$ cat config.mk
export PLATFORM = sky130hd
export DESIGN_NAME = chan_scan_mux
export DESIGN_NICKNAME = d
export VERILOG_FILES = /design/src/rtl/chan_mux_pkg.sv /design/src/rtl/scan_index_ctr.sv /design/src/rtl/chan_scan_mux.sv
export SDC_FILE = /design/constraint.sdc
export NUM_CORES = 1
export LEC_CHECK = 0
export ABC_AREA = 1
export CORE_MARGIN = 10
export CORE_UTILIZATION = 40
export CTS_CLUSTER_SIZE = 28
export DETAILED_ROUTE_END_ITERATION = 10
export PLACE_DENSITY = 0.57
export SLEW_MARGIN = 10
export SYNTH_ARGS = -nofsm -noshare
export SYNTH_HDL_FRONTEND = slang
export SYNTH_SLANG_ARGS = --single-unit
$ cat constraint.sdc
create_clock -name CLOCK_50 -period 1.8 [get_ports CLOCK_50]
set_input_delay 0.18 -clock CLOCK_50 [delete_from_list [all_inputs] [get_ports CLOCK_50]]
set_output_delay 0.18 -clock CLOCK_50 [all_outputs]
set_load 0.02 [all_outputs]
$ cat src/rtl/chan_mux_pkg.sv
// chan_mux_pkg: shared mode constants and width helper for the channel scan mux
package chan_mux_pkg;
  localparam logic MODE_MANUAL = 1'b0;
  localparam logic MODE_SCAN = 1'b1;
  function automatic int clog2w(input int v);
    return (v < 2) ? 1 : $clog2(v);
  endfunction
endpackage

$ cat src/rtl/scan_index_ctr.sv
// scan_index_ctr: dwell counter and wrap-around next-index for auto-scan
module scan_index_ctr import chan_mux_pkg::*; #(
  parameter int N = 5,
  parameter int DWELL = 4,
  parameter int SELW = 3,
  localparam int CW = clog2w(DWELL)
) (
  input  logic            clk,
  input  logic            rst,
  input  logic            en,
  input  logic            clr,
  input  logic [SELW-1:0] cur,
  output logic [SELW-1:0] next
);
  localparam logic [CW-1:0] CLAST = CW'(DWELL - 1);
  localparam logic [SELW-1:0] LAST = SELW'(N - 1);
  logic [CW-1:0] cnt;
  logic done;
  assign done = cnt == CLAST;
  assign next = !done ? cur : (cur == LAST) ? '0 : cur + 1'b1;
  // count dwell cycles while scanning; clear on manual or at end of dwell
  always_ff @(posedge clk or posedge rst)
    if (rst) cnt <= '0;
    else if (clr || (en && done)) cnt <= '0;
    else if (en) cnt <= cnt + 1'b1;
endmodule

$ cat src/rtl/chan_scan_mux.sv
// chan_scan_mux: registered N-channel mux with manual select and timed auto-scan
module chan_scan_mux import chan_mux_pkg::*; #(
  parameter int N = 5,
  parameter int W = 3,
  parameter int DWELL = 50_000_000,
  localparam int SELW = clog2w(N)
) (
  input  logic            CLOCK_50,
  input  logic            RESET,
  input  logic [N*W-1:0]  data_in,
  input  logic [SELW-1:0] sel,
  input  logic            mode,
  input  logic            hold,
  output logic [W-1:0]    data_out,
  output logic [SELW-1:0] chan_out,
  output logic            chan_strobe
);
  localparam logic [SELW:0] NCH = (SELW + 1)'(N);
  localparam logic [SELW-1:0] LAST = SELW'(N - 1);
  logic [SELW-1:0] cur, eff_sel, scan_next, next;
  assign eff_sel = ({1'b0, sel} >= NCH) ? LAST : sel;
  assign next = (mode == MODE_SCAN) ? scan_next : eff_sel;
  assign chan_out = cur;
  scan_index_ctr #(.N(N), .DWELL(DWELL), .SELW(SELW)) u_ctr (
    .clk(CLOCK_50),
    .rst(RESET),
    .en(!hold && mode == MODE_SCAN),
    .clr(!hold && mode == MODE_MANUAL),
    .cur(cur),
    .next(scan_next)
  );
  // index, data and change strobe all register from the same next index
  always_ff @(posedge CLOCK_50 or posedge RESET)
    if (RESET) begin
      cur <= '0;
      data_out <= '0;
      chan_strobe <= 1'b0;
    end else if (hold) chan_strobe <= 1'b0;
    else begin
      cur <= next;
      data_out <= data_in[next*W +: W];
      chan_strobe <= next != cur;
    end
endmodule

==> flow_metrics.tcl <==
set metrics [dict create \
    cap_viol_max_count 0 \
    layout-drive-gt1-share_pct 25.8 \
    nets 400 \
    grt_util_all_layers_pct 13.1 \
    total_leakage_power_nw 1.42 \
    hpwlAfterDp_um 4280 \
    antenna_found_initial 0 \
    first_global_vias 2028 \
    cts-root-buf "clkbuf_8" \
    synth_top_family_by_area "simple AND/OR/NAND/NOR gates" \
    finalNonFillerCells 446 \
    grt_overflow 0 \
    worstPathArrival_ps 2030 \
    cts_buffer_depth 2 \
    relSlewSlack_pct 71.8 \
    yosys.area.top_type_share_pct 37.4 \
    htree_levels 2 \
    cellPowerDensity_mw_per_mm2 657 \
    status "finished, violations left" \
    wire_per_inst_um 12.6 \
    yosysTopAreaCell "dfrtp_1" \
    drt-pass1-iter-count 4 \
    pwr-share-seq_pct 40.7 \
    io_buffers 28 \
    p_comb_share_pct 23.7 \
    synth_compound_area_share_pct 7.37 \
    min_period_ps 1830 \
    place.gp.congestion 0.834 \
    finalHoldViolCount 0 \
    pre_cts_slack_ps -15.2 \
    die_area_sq_mm 0.00889 \
    synthTopCellsByArea "dfrtp_1, nand2_1, inv_1" \
    synthMuxAreaShare_pct 0 \
    n_fill_cell 498 \
    worst_pin_slew_ps 423 \
    final_cell_mix "nand2_1, inv_1, nor2_1, dfrtp_1, buf_4" \
    clkPwrFrac_pct 35.6 \
    start_util_pct 42.2 \
    synth_area_sq_mm 0.00221 \
    r2r_slack_ps -30 \
    synth-seq-area-share_pct 37.4 \
    p_switching_w 0.000543 \
    die_w_um 94.3 \
    p_int_w 0.00145 \
    drc 0 \
    skew_ps 7.29 \
    irDropWorstVdd_uv 464 \
    rows 26 \
    holdCritPathClass "in -> async" \
    design_power_total_w 0.00200 \
    fmax_ghz 0.548 \
    swShare_pct 27.2 \
    path_class "reg -> reg" \
    finalMaxSlewViolations 0 \
    grt_max_degree 34 \
    yosysWarnings 0 \
    path_max_fanout 3 \
    finalWirelength_um 5620 \
    drt-vias-per-instance 4.70 \
    place_inst 429 \
    antenna_cells 0 \
    yosysUniqueCellTypes 31 \
    cts_tree "built" \
    setup_slack_ps -25.2 \
    required_ps 2000 \
    drt_iter0_markers 69 \
    synthAdderAreaFrac_pct 1.70 \
    cts_sinks 33 \
    cts_buffers 5 \
    synth.avg_cell_area_sq_um 7.06 \
    ys_seq_elements 33 \
    worstSetupEndpointType "flip-flop" \
    synth-simple-area-share_pct 41.4 \
    violations "setup timing" \
    antenna_left 0 \
    clock_latency_ps 280 \
    synthCells 313 \
    vias 2096 \
    synth.net_count 338 \
    hold_ws_ps 281 \
    ios 29 \
    fin_crit_sh_pct 101 \
    synthXorXnorAreaFrac_pct 3.17 \
    syn2layout_area_growth_pct 37.7 \
    rsz0062_at_grt "yes" \
    grt_pass1_wl_um 9470 \
    critPathLaunchType "flip-flop" \
    dieHeight_um 94.3 \
    core_area_sq_mm 0.00524 \
    layout_commonest_cell "nand2_1" \
    setup_viol 4 \
    clk_pin_slew_ps 60 \
]
[per-layer routing]
metal / part of all wire [%] / GRT usage (%)
met1: 50 / 17.4
met2: 45 / 20.4
met3: 3.3 / 2.80
met4: 1.8 / 4.56
met5: 0 / 0
[layout make-up]
cell class,count,area [sq um],share of cell area (%)
Clock inverter,1,30.0,0.987
Tap cell,70,87.6,2.88
Clock buffer,7,86.3,2.84
Timing Repair Buffer,58,518,17.0
Inverter,49,184,6.05
Sequential cell,33,826,27.1
Multi-Input combinational cell,228,1310,43.1
[cells in the mapped netlist]
cell type,n
nand2_1,74
inv_1,44
nor2_1,35
dfrtp_1,33
nand3_1,31
nor2_2,12
nand2_2,11
a21oi_1,10
o21ai_0,8
xor2_1,8
nor3_1,7
inv_2,5
o21ai_1,4
ha_1,3
nand3_2,3
nand3b_1,3
nor2_4,3
o21a_1,3
clkbuf_1,2
nand2_4,2
nor3b_1,2
a211oi_1,1
a221oi_1,1
a31oi_1,1
and3_1,1
buf_4,1
nand3_4,1
nand4_1,1
nor3_2,1
nor4_1,1
o21bai_1,1
[cell families after synthesis]
kind of cell,count (synthesis)
DFF,33
xor gates and xnor gates,8
AOI/OAI and AO/OA,29
buffers and inverters,52
adders and majority gates,3
and+or+nand+nor,188
[sequential cells by signal, indices dropped and copies added, names as in the netlist]
register,cells
chan_out,3
chan_strobe,1
data_out,3
u_ctr.cnt,26
[stage by stage]
stage	setup TNS, ps	util, %	instance area (sq um)
final	-71.0	58.1	3040
after global placement	0	52.2	2730
after floorplan	0	-	2210
after detailed placement	-15.2	52.2	2730
after CTS	0	54.8	2870
after global routing	-1330	58.1	3040
[power groups by stage]
stage                     combinational [W]  clock, W  sequential [W]
after CTS                          0.000437  0.000731        0.000805
after floorplan                    0.000190         0        0.000855
after detailed placement           0.000417         0        0.000820
after global placement             0.000416         0        0.000820
final                              0.000473  0.000711        0.000814
after global routing               0.000519  0.000760        0.000820
[critical path, stage by stage (launching register included)]
cell and delay (ps):
dfrtp_1 390, buf_4 140, nand3_2 110, nor2_4 140
nand2_2 90, nor3_2 190, nand3b_1 140, nor2_2 170
nand3_2 130, buf_4 150, a21oi_1 110
[path summary, 6_finish.rpt]
check / from / to / cells past startpoint
worst max-delay path: u_ctr.cnt[1] / u_ctr.cnt[19] / 10
worst min-delay path: RESET / u_ctr.cnt[0] / 3
worst max register to register: u_ctr.cnt[1] / u_ctr.cnt[19] / 10
worst min register to register: data_out[1] / data_out[1] / 2
max in group asynchronous: RESET / u_ctr.cnt[25] / 3
min in group CLOCK_50: data_out[1] / data_out[1] / 2
[repair_timing]
action | 4_1_cts | 5_1_grt
gates resized for setup | 3 | 28
pin swaps | 1 | 17
buffers inserted | 2 | 7
hold buffers | 0 | 0
endpoints found under the setup margin | 2 | 16
Note: power is estimated with default switching activity, not from simulation.
